<file path="src/rtl/muldiv_sequencer.sv">
// Sequencer for the shared iterative multiply/divide unit: stalls the front of the
// pipeline, drives load/step enables for ITERS iterations, then presents the result.
module muldiv_sequencer #(
    parameter int ITERS = 32,
    parameter int CNT_W = 6
) (
    input  logic             clock,
    input  logic             reset,
    input  logic             is_mult,
    input  logic             is_div,
    input  logic             operand_B_zero,
    input  logic [31:0]      ins_input,
    input  logic             flush,
    output logic             unit_load,
    output logic             unit_step,
    output logic             unit_mode,
    output logic             stall,
    output logic             busy,
    output logic             result_valid,
    output logic             exception,
    output logic [31:0]      ins_output,
    output logic [CNT_W-1:0] step_count
);

    // state | meaning
    // IDLE  | waiting for a mult/div request from decode
    // LOAD  | unit loads operands, step counter cleared
    // RUN   | unit iterates, one step per cycle
    // DONE  | result (or divide-by-zero) presented for one cycle
    typedef enum logic [1:0] {
        IDLE = 2'd0,
        LOAD = 2'd1,
        RUN  = 2'd2,
        DONE = 2'd3
    } state_t;

    localparam logic [CNT_W-1:0] LAST_STEP = CNT_W'(ITERS - 1);

    state_t state_q, state_d;
    logic   exc_q;
    logic   req;
    logic   div_zero;

    assign req      = (is_mult | is_div) & ~flush;
    assign div_zero = is_div & operand_B_zero & ~flush;

    always_ff @(posedge clock) begin
        if (reset) begin
            state_q    <= IDLE;
            ins_output <= '0;
            step_count <= '0;
            unit_mode  <= 1'b0;
            exc_q      <= 1'b0;
        end else begin
            state_q <= state_d;
            case (state_q)
                IDLE: begin
                    if (req) begin
                        ins_output <= ins_input;
                        unit_mode  <= is_div;
                        exc_q      <= div_zero;
                    end
                end
                LOAD:    step_count <= '0;
                RUN:     step_count <= step_count + CNT_W'(1);
                default: ;
            endcase
        end
    end

    // stall is combinational so the requesting cycle itself is already frozen
    always_comb begin
        state_d      = state_q;
        unit_load    = 1'b0;
        unit_step    = 1'b0;
        stall        = 1'b0;
        result_valid = 1'b0;
        exception    = 1'b0;
        busy         = (state_q != IDLE);
        case (state_q)
            IDLE: begin
                if (req) begin
                    stall   = 1'b1;
                    state_d = div_zero ? DONE : LOAD;
                end
            end
            LOAD: begin
                unit_load = 1'b1;
                stall     = 1'b1;
                state_d   = flush ? IDLE : RUN;
            end
            RUN: begin
                unit_step = 1'b1;
                stall     = 1'b1;
                if (flush)
                    state_d = IDLE;
                else if (step_count == LAST_STEP)
                    state_d = DONE;
            end
            DONE: begin
                result_valid = ~flush;
                exception    = exc_q & ~flush;
                state_d      = IDLE;
            end
            default: state_d = IDLE;
        endcase
    end

endmodule

</file>
<file path="config.mk">
export PLATFORM = sky130hd
export DESIGN_NAME = muldiv_sequencer
export DESIGN_NICKNAME = d
export VERILOG_FILES = /design/src/rtl/muldiv_sequencer.sv
export SDC_FILE = /design/constraint.sdc
export NUM_CORES = 1
export LEC_CHECK = 0
export ABC_AREA = 1
export BUFFER_PORTS_ARGS = -buffer_cell sky130_fd_sc_hd__buf_2
export CAP_MARGIN = 20
export CORE_ASPECT_RATIO = 1.5
export CORE_MARGIN = 2
export CORE_UTILIZATION = 49
export CTS_CLUSTER_DIAMETER = 120
export DETAILED_ROUTE_END_ITERATION = 7
export HOLD_SLACK_MARGIN = 0.05
export PLACE_DENSITY = 0.84
export SLEW_MARGIN = 20
export SYNTH_ARGS = -nofsm -noshare
export SYNTH_HDL_FRONTEND = slang
export SYNTH_SLANG_ARGS = --single-unit
export TNS_END_PERCENT = 50
</file>
<file path="constraint.sdc">
create_clock -name clock -period 2.9 [get_ports clock]
set_clock_uncertainty 0.2 [all_clocks]
set_input_delay 0.58 -clock clock [delete_from_list [all_inputs] [get_ports clock]]
set_output_delay 0.58 -clock clock [all_outputs]
set_load 0.01 [all_outputs]
</file>
==> impl_metrics.ini <==
[timing]
finalCritPeriodShare_pct = 82.1
slew_headroom_pct = 72.0
grt_setup_unrepaired = false
tightestPinTransition_ps = 417
finalSetupViolations = 0
hold_viol = 0
period_needed_ps = 2380
tns_ps = 0
drv_slew = 0
clock.fmax_mhz = 420

[global_route]
grt_use_total_pct = 20.9
antenna_found_initial = 0
grt_max_degree = 35
grt_pass1_vias = 1600
overflow = 0
grt_pass1_wl_mm = 6.42

[route]
vias_per_cell = 4.86
routed_wl_mm = 3.87
detail_route.wl_per_cell_um = 11.2
remaining_drc_errors = 0
postRouteAntennaNets = 0
vias = 1686
firstDrtPassIters = 4
drt_iter0_drc = 26

[worst_setup_path]
cp_top_family = flip-flops
cpMaxStageDelayCell = dfxtp_1
critical_path_arrival_ps = 1600
worst-setup-path-type = reg2out
worst-path-buf-inv = 3
start_kind = flop
cp_max_fo = 5
cp-end-kind = output port
crit_top_cell = inv_1
cp.required_ps = 2120
crit_chain = inv_1, ha_1, inv_1, a21oi_2, buf_2
critPathMaxStageDelay_ps = 440

[outcome]
status = finished, final reports clean

[final_layout]
fin_cells = 347
drive_above_1_share_pct = 31.5
insertedDiodeCount = 0
fin_nets = 350
syn_to_final_growth_pct = 27.8

[floorplan]
dieArea_mm2 = 0.00405
start_util_pct = 50.8
die_y_um = 76.9
rows = 26
die-width_um = 52.6
core_mm2 = 0.00342
io_pins = 83

[clock_tree]
post_cts_buffers = 0
clkLatencyLatePin_ps = 280
cts_tree = done
cts_buffers = 5
ctsResizeCount = 0
cts_hold_buffers = 0
numClockSinks = 42
htreeDepth = 2
clockBufferDepth = 2
cts_root_buffer = clkbuf_8
clkTransAtPathRegs_ps = 70

[placed_design]
dpl.hpwl_mm = 2.88
gp_congestion = 0.816
numPortBuffers = 82
dp.cells = 340

[yosys]
ys_types = 23
syn_avg_cell_area_um2 = 7.82
synth_cells = 222
syn_area_mm2 = 0.00174
ys_seq_area_share_pct = 48.4
ys_ff_latch = 42
yosysWarnings = 0
synth_nets = 267

[power_and_ir_drop]
pwr_density_cell_mw_per_mm2 = 825
p_leak_nw = 1.18
p_total_mw = 1.83
peakVddDrop_mv = 0.657

[hold_path]
hold_class = reg2reg

[flow_run]
max-cap-violations = 0
[Yosys cell counts]
library cell / n / area [um^2]
o21ai_0: 28 / 140
nor3b_1: 1 / 7.51
inv_2: 1 / 3.75
nor3_1: 3 / 15.0
nand2_2: 1 / 6.26
nand2_4: 1 / 11.3
inv_1: 12 / 45.0
o21ai_1: 6 / 30.0
ha_1: 7 / 87.6
clkbuf_1: 3 / 11.3
nand4_1: 1 / 6.26
nand2_1: 16 / 60.1
nand3_1: 6 / 30.0
xnor2_1: 1 / 8.76
dfxtp_1: 42 / 841
a21oi_1: 7 / 35.0
buf_6: 6 / 67.6
nor2_1: 75 / 282
and3_1: 1 / 6.26
o21bai_1: 1 / 7.51
inv_4: 1 / 6.26
nor2_8: 1 / 20.0
a21oi_2: 1 / 8.76
[placed cells by master (no fill, tap or decap), types with 2 or more instances in the layout]
cell type  synthesis  layout
dfxtp_1           42      42
clkbuf_8           0       5
nand3_1            6       6
nor2_1            75      75
o21ai_0           28      28
clkbuf_1           3       2
ha_1               7       7
o21ai_1            6       6
inv_1             12      12
a21oi_1            7       7
nor3_1             3       3
nand2_1           16      16
buf_4              0       3
buf_2              0      82
[sequential cells by signal, summed over array words and instances, names as in the netlist]
register and count:
step_count 6, exc_q 1, unit_mode 1, ins_output 32
state_q 2
[metrics by stage]
step | hold WS (ps) | setup slack (ps) | util, % | cell area (um^2)
3_5_place_dp | 255 | 852 | 62.7 | 2140
6_report | 266 | 518 | 65.0 | 2220
4_1_cts | 265 | 533 | 65.0 | 2220
3_3_place_gp | 249 | 886 | 62.7 | 2140
2_1_floorplan | 233 | 847 | - | 1740
5_1_grt | 280 | 433 | 65.0 | 2220
[report_power, final]
group	total, mW	switching [mW]	internal, mW
clock network	0.336	0.171	0.165
registers	0.783	0.0746	0.709
logic	0.713	0.435	0.278
[worst reg2reg max path: stages, from the launching register on]
cell and delay [ps]:
dfxtp_1 440, inv_1 110, ha_1 370, inv_1 130, o21ai_1 370, inv_1 80
o21ai_0 90, nor2_1 50
[per-layer routing]
metal / vias up / part of all wire [%] / global-route usage, % / routed length, um
met5: - / 0 / 0 / 0
met4: 0 / 2.4 / 10.0 / 92
met3: 7 / 5.4 / 5.25 / 211
met2: 56 / 53 / 37.9 / 2050
met1: 752 / 39 / 20.9 / 1520
li1: 871 / - / - / -
[path summary, 6_finish.rpt]
| kind | start | end | slack (ps) | depth (start not counted) |
|---|---|---|---|---|
| worst min-delay path | unit_mode$_SDFFE_PP0P_ | unit_mode$_SDFFE_PP0P_ | 270 | 2 |
| worst max register to register | state_q[0]$_SDFFE_PP0P_ | step_count[5]$_SDFFE_PP0P_ | 960 | 7 |
| worst max-delay path | state_q[0]$_SDFFE_PP0P_ | stall | 520 | 5 |
| worst min register to register | unit_mode$_SDFFE_PP0P_ | unit_mode$_SDFFE_PP0P_ | 270 | 2 |
[logic make-up after synthesis]
| logic type | share of synthesized area (%) |
|---|---|
| XOR/XNOR | 0.504 |
| flip-flops | 48.4 |
| buffers and inverters | 7.71 |
| adder cells (fa/ha/maj) | 5.04 |
| AND/OR/NAND/NOR | 25.6 |
| AO/OA/AOI/OAI | 12.8 |
[final cells by class]
cell class                 instances  area (um^2)
clock buffer                       7         76.3
fill                             326         1200
inverter                          14         55.1
multi-input combinational        157          762
sequential                        42          841
tap                               42         52.6
timing repair buffer              85          433
(Power assumes the default switching activity.)
